`src/rtl/channel_deadtime_insert.sv`:
```
// Complementary CHx/CHxN pad driver with programmable dead time after each reference edge.
// Optional break input and latched brk_flag are built when ADVTIM_DT_BREAK_EN is defined.
module channel_deadtime_insert #(
    parameter int NCH = 3,
    parameter int DTW = 8
) (
    input  logic           pe_gen_clk,
    input  logic           pe_gen_rst,
    input  logic           timing_enable,
    input  logic [NCH-1:0] ocrefc,
    input  logic [DTW-1:0] r_dtg,
    input  logic [NCH-1:0] r_cce,
    input  logic [NCH-1:0] r_ccne,
    input  logic [NCH-1:0] r_ccp,
    input  logic [NCH-1:0] r_ccnp,
    input  logic [NCH-1:0] r_ois,
    input  logic [NCH-1:0] r_oisn,
    input  logic           r_moe,
`ifdef ADVTIM_DT_BREAK_EN
    input  logic           brk,
    input  logic           r_bkp,
    input  logic           r_bif_clr,
`endif
    output logic [NCH-1:0] ch_o,
    output logic [NCH-1:0] ch_on,
    output logic           brk_flag
);

    typedef enum logic [1:0] {ST_OFF, ST_NEG, ST_DT, ST_POS} state_t;
    typedef enum logic [1:0] {ORG_NONE, ORG_NEG, ORG_POS} origin_t;

    logic           moe_eff;
    logic           dt_zero;
    logic [DTW-1:0] dt_load;

    assign dt_zero = (r_dtg == '0);
    assign dt_load = r_dtg - DTW'(1);

`ifdef ADVTIM_DT_BREAK_EN
    logic [1:0] brk_sync_reg;
    logic       brk_flag_reg;
    logic       brk_flag_next;
    logic       brk_active;

    assign brk_active    = ~(brk_sync_reg[1] ^ r_bkp);
    // A set in the same cycle as a clear wins because brk_active dominates.
    assign brk_flag_next = brk_active | (brk_flag_reg & ~r_bif_clr);

    always_ff @(posedge pe_gen_clk) begin
        if (pe_gen_rst) begin
            brk_sync_reg <= {2{~r_bkp}};
            brk_flag_reg <= 1'b0;
        end else begin
            brk_sync_reg <= {brk_sync_reg[0], brk};
            brk_flag_reg <= brk_flag_next;
        end
    end

    assign brk_flag = brk_flag_reg;
    // Idle levels must appear on the same edge that latches the flag.
    assign moe_eff  = r_moe & ~brk_flag_next;
`else
    assign brk_flag = 1'b0;
    assign moe_eff  = r_moe;
`endif

    generate
        for (genvar gi = 0; gi < NCH; gi++) begin : g_ch
            state_t         state_reg;
            origin_t        origin_reg;
            logic [DTW-1:0] cnt_reg;
            logic [1:0]     pad_reg;
            logic [1:0]     idle_pad;
            logic [1:0]     pos_pad;
            logic [1:0]     neg_pad;
            logic [1:0]     dead_pad;
            logic [1:0]     side_pad;
            logic           ref_bit;

            assign ref_bit  = ocrefc[gi];
            assign idle_pad = {r_ois[gi], r_oisn[gi]};
            // Pad levels for raw pairs POS={1,0}, NEG={0,1} and dead={0,0}.
            assign pos_pad  = moe_eff ? {r_cce[gi] ? ~r_ccp[gi] : r_ccp[gi], r_ccnp[gi]} : idle_pad;
            assign neg_pad  = moe_eff ? {r_ccp[gi], r_ccne[gi] ? ~r_ccnp[gi] : r_ccnp[gi]} : idle_pad;
            assign dead_pad = moe_eff ? {r_ccp[gi], r_ccnp[gi]} : idle_pad;
            assign side_pad = ref_bit ? pos_pad : neg_pad;

            always_ff @(posedge pe_gen_clk) begin
                if (pe_gen_rst) begin
                    state_reg  <= ST_OFF;
                    origin_reg <= ORG_NONE;
                    cnt_reg    <= '0;
                    pad_reg    <= 2'b00;
                end else if (!timing_enable) begin
                    state_reg  <= ST_OFF;
                    origin_reg <= ORG_NONE;
                    cnt_reg    <= '0;
                    pad_reg    <= dead_pad;
                end else begin
                    case (state_reg)
                        ST_OFF: begin
                            if (dt_zero) begin
                                state_reg <= ref_bit ? ST_POS : ST_NEG;
                                pad_reg   <= side_pad;
                            end else begin
                                state_reg  <= ST_DT;
                                cnt_reg    <= dt_load;
                                origin_reg <= ORG_NONE;
                                pad_reg    <= dead_pad;
                            end
                        end
                        ST_NEG: begin
                            if (ref_bit && dt_zero) begin
                                state_reg <= ST_POS;
                                pad_reg   <= pos_pad;
                            end else if (ref_bit) begin
                                state_reg  <= ST_DT;
                                cnt_reg    <= dt_load;
                                origin_reg <= ORG_NEG;
                                pad_reg    <= dead_pad;
                            end else begin
                                pad_reg <= neg_pad;
                            end
                        end
                        ST_POS: begin
                            if (!ref_bit && dt_zero) begin
                                state_reg <= ST_NEG;
                                pad_reg   <= neg_pad;
                            end else if (!ref_bit) begin
                                state_reg  <= ST_DT;
                                cnt_reg    <= dt_load;
                                origin_reg <= ORG_POS;
                                pad_reg    <= dead_pad;
                            end else begin
                                pad_reg <= pos_pad;
                            end
                        end
                        ST_DT: begin
                            // A reference that returns to the origin side cancels the pending switch.
                            if ((origin_reg == ORG_NEG && !ref_bit) ||
                                (origin_reg == ORG_POS && ref_bit) || cnt_reg == '0) begin
                                state_reg  <= ref_bit ? ST_POS : ST_NEG;
                                cnt_reg    <= '0;
                                origin_reg <= ORG_NONE;
                                pad_reg    <= side_pad;
                            end else begin
                                cnt_reg <= cnt_reg - DTW'(1);
                                pad_reg <= dead_pad;
                            end
                        end
                        default: begin
                            state_reg <= ST_OFF;
                            pad_reg   <= dead_pad;
                        end
                    endcase
                end
            end

            assign ch_o[gi]  = pad_reg[1];
            assign ch_on[gi] = pad_reg[0];
        end
    endgenerate

endmodule

```
`config.mk`:
```
export PLATFORM = sky130hd
export DESIGN_NAME = channel_deadtime_insert
export DESIGN_NICKNAME = d
export VERILOG_FILES = /design/src/rtl/channel_deadtime_insert.sv
export SDC_FILE = /design/constraint.sdc
export NUM_CORES = 1
export LEC_CHECK = 0
export ABC_CLOCK_PERIOD_IN_PS = 4800
export CAP_MARGIN = 15
export CORE_MARGIN = 8
export CORE_UTILIZATION = 53
export CTS_CLUSTER_DIAMETER = 120
export DETAILED_ROUTE_END_ITERATION = 10
export PLACE_DENSITY = 0.81
export SKIP_LAST_GASP = 1
export SLEW_MARGIN = 20
export SYNTH_ARGS = -nofsm -noshare
export SYNTH_HDL_FRONTEND = slang
export SYNTH_SLANG_ARGS = --single-unit
```
`constraint.sdc`:
```
create_clock -name pe_gen_clk -period 4.8 [get_ports pe_gen_clk]
set_input_delay 1.44 -clock pe_gen_clk [delete_from_list [all_inputs] [get_ports pe_gen_clk]]
set_output_delay 1.44 -clock pe_gen_clk [all_outputs]
set_load 0.02 [all_outputs]
```
==> results of run 1 <==
-- where the power goes --
| group | leakage, nW | switching [mW] | internal (mW) |
|---|---|---|---|
| clock | 0.0383 | 0.122 | 0.100 |
| sequential | 0.344 | 0.0203 | 0.368 |
| combinational | 0.867 | 0.151 | 0.123 |
-- placed cells by master, fill, tap and decap left out, drive strengths merged, types with 8 or more instances in the layout --
| master | instances |
|---|---|
| xnor2 | 15 |
| clkdlybuf4s50 | 38 |
| a21oi | 29 |
| nand2b | 10 |
| inv | 14 |
| nor3 | 11 |
| nor2b | 9 |
| nor2 | 40 |
| ha | 8 |
| nand2 | 35 |
| a221oi | 11 |
| o21ai | 33 |
| dfxtp | 42 |
| a211oi | 10 |
-- cells by family (layout without fill, tap and decap cells) --
family	after synthesis	count (layout)	share of synthesized area (%)
and+or+nand+nor	148	148	24.8
AOI/OAI and AO/OA	141	141	32.7
DFF	42	42	26.6
buffers and inverters	37	63	5.94
xor gates and xnor gates	17	17	4.71
adders and majority gates	9	9	3.48
muxes	5	5	1.62
other	1	1	0.119
-- per-stage QoR --
step	power, mW	worst slack (ns)	util, %
4_1_cts	0.884	1.12	61.7
5_1_grt	0.931	0.861	61.7
3_3_place_gp	0.658	0.906	60.4
2_1_floorplan	0.579	1.70	-
3_5_place_dp	0.663	0.811	60.4
6_report	0.884	1.09	61.7
-- final cells by class --
cell class	instances	area share, %
well taps	75	2.60
flip-flops and latches	42	23.3
multi-input cells	321	59.1
clock buffers	7	2.12
inverters	14	1.46
repair buffers	42	11.4
-- how the worst min path moves through the flow --
stage,start,end,slack [ns],depth (start not counted)
2_1_floorplan,g_ch[1].cnt_reg[5]$_SDFFE_PP0P_,g_ch[1].cnt_reg[5]$_SDFFE_PP0P_,0.44,2
3_3_place_gp,g_ch[1].cnt_reg[5]$_SDFFE_PP0P_,g_ch[1].cnt_reg[5]$_SDFFE_PP0P_,0.45,2
3_5_place_dp,g_ch[1].cnt_reg[5]$_SDFFE_PP0P_,g_ch[1].cnt_reg[5]$_SDFFE_PP0P_,0.46,2
4_1_cts,g_ch[1].cnt_reg[5]$_SDFFE_PP0P_,g_ch[1].cnt_reg[5]$_SDFFE_PP0P_,0.47,2
5_1_grt,g_ch[2].cnt_reg[0]$_SDFFE_PP0P_,g_ch[2].cnt_reg[0]$_SDFFE_PP0P_,0.50,2
6_report,g_ch[1].cnt_reg[5]$_SDFFE_PP0P_,g_ch[1].cnt_reg[5]$_SDFFE_PP0P_,0.47,2
-- metal layers --
layer  GRT usage [%]  part of all wire (%)  vias up  wire length, um
met5               0                     0        -                0
met3            3.69                   8.0       19              687
met4            6.98                   2.1        0              181
met2            32.7                    45      158             3920
met1            25.1                    45     1539             3850
li1                -                     -     1547                -
-- worst register-to-register path: cells and delay by family (launching register included) --
family           cells  cell delay (ns)
flip-flops           1             0.57
AO/OA/AOI/OAI        2             0.62
AND/OR/NAND/NOR      2             1.32
==> results.md, run 1 <==
- Outcome: finished, final reports clean
- Synth top area share: about a quarter
- First-pass GRT wire length: 14400 um
- Worst Path Buf+Inv: 2
- Initial core utilization: approximately 54%
- Fillers: between 500 and 600
- Gr usage total: 19.8%
- Register area: between 800 and 900 um^2
- Maxcap violations: 0
- Crit path to: g_ch[1].cnt_reg[2]$_SDFFE_PP0P_
- Max stage delay cell, worst path: a221oi_4
- Layout cells sized above 1: 6.57%
- Number of post-CTS setup repair buffers: 0
- Core Area: 5850 um^2
- Placed instance count: roughly 490
- IO Port Bufs: 38
- Pwr per Cell Area: 245 nW/um^2
- Rel. slew slack: 34.2%
- Die W: 93.2 um
- Final Cycle Share: around 77%
- Hold crit path type: register to register
- Hold buffer count at cts: 0
- Skew final: 0.0114 ns
- Drt first pass iters: 5
- Leading area contributor after synthesis: dfxtp_1
- Critical path depth: 8
- Dominant synthesized flop cell: dfxtp_1
- Total grt overflow: 0
- Worst skew pair latency: approximately 0.30 ns
- Most common cell in the netlist: dfxtp_1
- RSZ-0062 raised after global routing: no
- Cell area after synthesis: 3160 um^2
- # resized after CTS: 0
- Worst Setup End Kind: register
- Die Height: 93.2 um
- Fmax: 270 MHz
- Cells after Synth: 400
- Ys Warns: 0
- Initial antenna violation count: 0
- Area Growth Syn to Fin: 14.1%
- WP data arrival: 3.89 ns
- Drc violations: 0
- Iteration-0 DRC Markers: 217
- Cell count of the worst reg-to-reg path: 4
- Critical Path Source: r_dtg[0]
- CTS tree: yes
- Root Buffer: clkbuf_8
- Max Slew Vio Count: 0
- Finished Cell Area: 3610 um^2
- Clock-pin slew on the worst setup and hold paths: 0.07 ns
- Antenna cells: 0
- DR vias: 3263
- Ports: 40
- Dpl cell area: 3530 um^2
- Syn Nets: 441
- FF-to-FF End: g_ch[1].cnt_reg[4]$_SDFFE_PP0P_
- Die area: 8690 um^2
- Worst Hold Slack: 0.470 ns
- Ys async rst share: 0%
- Syn Area/Cell: 7.90 um^2
- CP max stage delay: between 0.5 and 0.6 ns
- Sequential area share after synthesis: 26.6%
- Minimum clock period: 3.71 ns
- GP Congestion: around 0.95
- Longest Clk Path Bufs: 2
- Max reg flops: 24
- Worst Tran Pin Value: 0.985 ns
- WL/cell: around 17 um
- Number of synthesized flops with an enable pin: 0
- Worst R2R Start: g_ch[1].state_reg[1]$_SDFFE_PP0P_
- Vias/cell: 6.51
- Hold Violations, Final: 0
- Crit start category: input port
- CP max FO: 18
- Reg2Reg Setup Slack: 2.22 ns
- Static leakage: 1.25 nW
- CTS sink count: 42
- CTS buffer count: 5
- Peak supply drop: 135 uV
- Unique masters post-synth: 78
- Nets: 467
- Area occupied by multi-input gates: 2130 um^2
- Setup violators final: 0
- H-tree Lvls: 2
- Largest net degree at the start of global routing: 20
- Seq cells post-synth: 42
- Post-detail-place hpwl: 6340 um
- Vias in the first global route: 3063
- Crit path max-delay family: compound AO/OA/AOI/OAI gates
- Most instantiated cells after synthesis: 42 x dfxtp_1, 40 x nor2_1, 34 x nand2_1, 33 x o21ai_0, 29 x a21oi_1
- Post-Layout Cell Count: 501
- Largest cells by area after synthesis: dfxtp_1 27%, o21ai_0 5.2%, nor2_1 4.7%
- Fin Setup TNS: 0 ns
- Core Rows: 28
- CP Cell Sequence: clkdlybuf4s50_1, inv_1, ha_1, nor3b_2, nand2_2, a221oi_4, nor2_1, a32o_1
- Critical path class: input port to register
- Critical Path RT: 4.99 ns
- Total Wirelength: slightly below 9000 um
- ANT nets after route: 0
No activity file was read; power rests on OpenSTA's default activity.
==> run 2, diff against run 1 <==
- ABC_CLOCK_PERIOD_IN_PS: 4800 -> 3400
- CORE_UTILIZATION: 53 -> 51
- clock period: 4.8 -> 3.4 ns (I/O delays scaled with it)
==> run 2 against run 1 <==
  * Combinational power increased by 46%
  * Flip-flop and latch count did not move
  * Global-route usage increased by 0.12 points
  * Cell area rose by 4.7%
  * Largest power group unchanged
==> results.md, run 2 (synthesis results as in run 1) <==
- Longest Clk Path Bufs: 2
- Worst Tran Pin Value: approximately 0.76 ns
- Outcome: finished, final reports clean
- Gr usage total: 20.0%
- CP max stage delay: 0.48 ns
- Largest net degree at the start of global routing: 20
- Max stage delay cell, worst path: a221oi_4
- WL/cell: 17.1 um
- Peak supply drop: 234 uV
- Area occupied by multi-input gates: 2130 um^2
- Core Area: 5960 um^2
- Die area: 8970 um^2
- GR Layer Usage met3: 4.05%
- CTS tree: yes
- FF-to-FF End: g_ch[2].cnt_reg[2]$_SDFFE_PP0P_
- DR vias: 3290
- Combinational power share: 30.0%
- Fin Setup TNS: 0 ns
- Ports: 40
- Drt first pass iters: 5
- ANT nets after route: 0
- Hold crit path type: register to register
- Layout cells sized above 1: 11.0%
- Maxcap violations: 0
- Register area: 841 um^2
- CP Cell Sequence: clkdlybuf4s50_1, inv_1, ha_1, nor3b_2, a21oi_1, a221oi_4, nor2_1, a32o_1
- Max Slew Vio Count: 0
- Crit start category: input port
- Reg2Reg Setup Slack: 1.22 ns
- Max reg flops: 24
- CP max FO: 7
- Hold Violations, Final: 0
- Psw: between 400 and 500 uW
- Busiest layer in global routing: met2
- Vias in the first global route: 2989
- Setup violators final: 0
- RSZ-0062 raised after global routing: no
- CTS buffer count: 5
- Antenna cells: 0
- Flop pwr share: about two fifths
- Crit path to: g_ch[2].cnt_reg[5]$_SDFFE_PP0P_
- Initial antenna violation count: 0
- Vias/cell: 6.33
- Critical Path Source: r_dtg[1]
- Post-detail-place hpwl: 6600 um
- Worst Hold Slack: 0.484 ns
- Fillers: 531
- Pwr per Cell Area: 354 nW/um^2
- GR Util met2: 31.8%
- Worst R2R Start: g_ch[2].state_reg[1]$_SDFFE_PP0P_
- Most common cell after layout, fill and taps aside: dfxtp_1
- Worst skew pair latency: 0.30 ns
- Worst Setup End Kind: register
- Core Rows: 28
- Skew final: 0.00413 ns
- Clock Power Share: 28.9%
- Static leakage: about 1.4 nW
- Die Height: approximately 95 um
- GP Congestion: approximately 0.91
- Root Buffer: clkbuf_8
- Total Wirelength: 8890 um
- Drc violations: 0
- Initial core utilization: roughly 53%
- Fmax: 323 MHz
- Int Pwr: roughly 910 uW
- Most frequent cells in the layout: 42 x dfxtp_1, 40 x nor2_1, 38 x clkdlybuf4s50_1
- H-tree Lvls: 2
- Cell count of the worst reg-to-reg path: 4
- Die W: 94.7 um
- Critical Path RT: ~3.6 ns
- Final Cycle Share: 91.0%
- Area Growth Syn to Fin: 19.4%
- Clock-pin slew on the worst setup and hold paths: around 0.08 ns
- Sw Ratio: 31.9%
- # resized after CTS: 0
- Total grt overflow: 0
- Number of post-CTS setup repair buffers: 0
- IO Port Bufs: 38
- Rel. slew slack: between 40% and 50%
- Grt met1 use: around a quarter
- Nets: 485
- Hold buffer count at cts: 0
- WP data arrival: 3.29 ns
- First-pass GRT wire length: 14700 um
- Post-Layout Cell Count: between 500 and 600
- Minimum clock period: slightly above 3 ns
- Iteration-0 DRC Markers: 256
- CTS sink count: 42
- Placed instance count: 512
- Critical path class: input port to register
run 2: cell types whose count changed in the layout (fill, tap and decap cells not counted):
cell | previous run | this run
clkbuf_8 | 5 | 8
clkbuf_1 | 2 | 0
buf_4 | 4 | 22
run 2: how the worst min path moves through the flow:
stage / from / endpoint / slack, ns / cells after the start
after global routing: g_ch[1].cnt_reg[5]$_SDFFE_PP0P_ / g_ch[1].cnt_reg[5]$_SDFFE_PP0P_ / 0.48 / 2
after floorplan: g_ch[1].cnt_reg[5]$_SDFFE_PP0P_ / g_ch[1].cnt_reg[5]$_SDFFE_PP0P_ / 0.44 / 2
after detailed placement: g_ch[1].cnt_reg[5]$_SDFFE_PP0P_ / g_ch[1].cnt_reg[5]$_SDFFE_PP0P_ / 0.46 / 2
after CTS: g_ch[1].cnt_reg[5]$_SDFFE_PP0P_ / g_ch[1].cnt_reg[5]$_SDFFE_PP0P_ / 0.47 / 2
after global placement: g_ch[1].cnt_reg[5]$_SDFFE_PP0P_ / g_ch[1].cnt_reg[5]$_SDFFE_PP0P_ / 0.45 / 2
final: g_ch[1].cnt_reg[5]$_SDFFE_PP0P_ / g_ch[1].cnt_reg[5]$_SDFFE_PP0P_ / 0.48 / 2
run 2: power by group through the flow:
stage / clock network (mW) / registers, mW / logic (mW)
after floorplan: 0 / 0.554 / 0.263
after global placement: 0 / 0.557 / 0.383
after detailed placement: 0 / 0.559 / 0.392
after CTS: 0.391 / 0.547 / 0.396
after global routing: 0.407 / 0.553 / 0.437
final: 0.387 / 0.548 / 0.401
run 2: stage by stage:
step | setup slack (ns) | utilization [%] | power [mW] | cell area (um^2)
finish | 0.306 | 63.4 | 1.34 | 3780
detailed placement | 0.0459 | 61.6 | 0.951 | 3670
global route | 0.171 | 63.4 | 1.40 | 3780
floorplan | 0.717 | - | 0.817 | 3160
CTS | 0.327 | 63.4 | 1.33 | 3780
global placement | 0.146 | 61.6 | 0.940 | 3670
run 2: layout make-up:
class                      count  share of cell area (%)
multi-input combinational    321                    56.5
sequential                    42                    22.3
timing repair buffer          60                    14.4
clock buffer                   8                    2.92
tap                           75                    2.49
inverter                      14                    1.39
run 2: worst max-delay path: cells and delay by family:
kind / cells / cell delay, ns
AO/OA/AOI/OAI: 3 / 0.99
AND/OR/NAND/NOR: 2 / 0.53
adder cells (fa/ha/maj): 1 / 0.17
buffers and inverters: 2 / 0.57
run 2: layer usage:
layer	vias up	wire length, um
li1	1575	-
met1	1560	4030
met2	140	4050
met3	15	645
met4	0	170
met5	-	0
==> run 3, diff against run 2 <==
- REMOVE_ABC_BUFFERS: not set -> 1
==> run 3 against run 2 <==
  * Sequential power is essentially flat
  * Critical path depth is the same
  * Clock skew grew 0.0032 ns
  * Setup slack gained 0.055 ns
  * Worst hold slack is essentially flat
  * Via count shrank 1.7%
  * Largest cell class unchanged
==> results.md, run 3 (synthesis results as in run 1) <==
- Outcome: finished, final reports clean
- RSZ-0062 raised after global routing: no
- Worst R2R Start: g_ch[2].state_reg[1]$_SDFFE_PP0P_
- Critical Path Source: r_dtg[0]
- CTS buffer count: 5
- Fin Setup TNS: 0 ns
- Drc violations: 0
- Core Rows: 28
- Place WS: 0.0718 ns
- Busiest layer in global routing: met2
- Total grt overflow: 0
- Cell count of the worst reg-to-reg path: 4
- Largest net degree at the start of global routing: 20
- First-pass GRT wire length: 14700 um
- Post-detail-place hpwl: 6590 um
- # resized after CTS: 0
- Tot Pwr: 1.27 mW
- Placed instance count: 510
- IO Port Bufs: 38
- Max stage delay cell, worst path: clkdlybuf4s50_1
- Iteration-0 DRC Markers: 338
- CTS sink count: 42
- GR Layer Usage met3: 3.25%
- Drt first pass iters: 4
- Die Height: 94.7 um
- Crit path max-delay family: compound AO/OA/AOI/OAI gates
- Static leakage: 1.34 nW
- Pwr per Cell Area: 341 nW/um^2
- Worst skew pair latency: 0.29 ns
- Gr usage total: 19.9%
- Area occupied by multi-input gates: around 2100 um^2
- Rel. slew slack: 54.0%
- Critical path depth: 8
- Critical path class: input port to register
- Critical Path RT: 3.59 ns
- Minimum clock period: 3.04 ns
- Clock-pin slew on the worst setup and hold paths: 0.08 ns
- Layout cells sized above 1: 10.4%
- Peak supply drop: 169 uV
- Hold buffer count at cts: 0
- Worst setup margin: between 0.3 and 0.4 ns
- WP data arrival: 3.23 ns
- Vias/cell: roughly 6.3
- CP max stage delay: 0.49 ns
- Number of post-CTS setup repair buffers: 0
- Maxcap violations: 0
- Root Buffer: clkbuf_8
- Max reg flops: 24
- Vias in the first global route: 3076
- GP Congestion: 0.971
- Antenna cells: 0
- Die W: 94.7 um
- Post-Layout Cell Count: 516
- Most frequent cells in the layout: 42 x dfxtp_1, 40 x nor2_1, 38 x clkdlybuf4s50_1
- Worst Path Buf+Inv: 2
- DR vias: 3233
- Area Growth Syn to Fin: 18.2%
- Fmax: 329 MHz
- Fillers: 529
- Longest Clk Path Bufs: 2
- Initial core utilization: 53.1%
- CTS tree: yes
- CP Cell Sequence: clkdlybuf4s50_1, inv_1, ha_1, nor3b_2, a21oi_1, a221o_1, o21ai_0, a32o_1
- Most common cell after layout, fill and taps aside: dfxtp_1
- Register area: about 840 um^2
- Crit start category: input port
- Hold crit path type: register to register
- Initial antenna violation count: 0
- Setup violators final: 0
- ANT nets after route: 0
- Skew final: approximately 0.0073 ns
- Total Wirelength: 8640 um
- Worst Tran Pin Value: between 0.6 and 0.7 ns
- Die area: between 8000 and 9000 um^2
- Hold Violations, Final: 0
- Worst Setup End Kind: register
- FF-to-FF End: g_ch[2].cnt_reg[2]$_SDFFE_PP0P_
- Ports: 40
- CP max FO: 8
- WL/cell: 16.7 um
- H-tree Lvls: 2
- Grt met1 use: 26.3%
- Final Cycle Share: about nine tenths
- Nets: 483
- Reg2Reg Setup Slack: 1.32 ns
- Crit path to: g_ch[2].cnt_reg[2]$_SDFFE_PP0P_
- GR Util met2: 32.1%
- Core Area: 5960 um^2
- Max Slew Vio Count: 0
==> run 3: worst min-delay path by stage <==
stage                                         start                              end  slack, ns  depth (start not counted)
floorplan           g_ch[1].cnt_reg[5]$_SDFFE_PP0P_  g_ch[1].cnt_reg[5]$_SDFFE_PP0P_       0.44                          2
global placement    g_ch[1].cnt_reg[5]$_SDFFE_PP0P_  g_ch[1].cnt_reg[5]$_SDFFE_PP0P_       0.45                          2
detailed placement  g_ch[0].cnt_reg[5]$_SDFFE_PP0P_  g_ch[0].cnt_reg[5]$_SDFFE_PP0P_       0.47                          2
CTS                 g_ch[0].cnt_reg[5]$_SDFFE_PP0P_  g_ch[0].cnt_reg[5]$_SDFFE_PP0P_       0.48                          2
global route        g_ch[1].cnt_reg[3]$_SDFFE_PP0P_  g_ch[1].cnt_reg[3]$_SDFFE_PP0P_       0.50                          2
finish              g_ch[0].cnt_reg[5]$_SDFFE_PP0P_  g_ch[0].cnt_reg[5]$_SDFFE_PP0P_       0.48                          2
==> run 3: final cells by class <==
class / count / share of cell area (%)
Inverter: 14 / 1.41
Timing Repair Buffer: 58 / 14.2
Sequential cell: 42 / 22.5
Multi-Input combinational cell: 321 / 57.2
Clock buffer: 6 / 2.21
Tap cell: 75 / 2.51
==> run 3: stage by stage <==
step | util (%) | cell area (um^2) | hold slack [ns]
after CTS | 62.8 | 3740 | 0.481
after global routing | 62.8 | 3740 | 0.503
after detailed placement | 61.4 | 3660 | 0.468
after global placement | 61.4 | 3660 | 0.452
after floorplan | - | 3030 | 0.436
final | 62.8 | 3740 | 0.484
==> run 3: routing by layer <==
| layer | routed length, um | vias up |
|---|---|---|
| met5 | 0 | - |
| met4 | 125 | 0 |
| met3 | 567 | 14 |
| met2 | 4110 | 130 |
| met1 | 3840 | 1513 |
| li1 | - | 1576 |
==> run 3: report_power, final <==
group | total, mW | leakage [nW] | internal (mW) | switching, mW
combinational | 0.400 | 0.949 | 0.184 | 0.216
sequential | 0.548 | 0.344 | 0.519 | 0.0294
clock | 0.325 | 0.0431 | 0.157 | 0.168
==> run 3: worst register-to-register path: cells and delay by family, from the launching register on <==
| kind | cells | cell delay, ns |
|---|---|---|
| DFF | 1 | 0.61 |
| and+or+nand+nor | 1 | 0.63 |
| AOI/OAI and AO/OA | 3 | 0.74 |
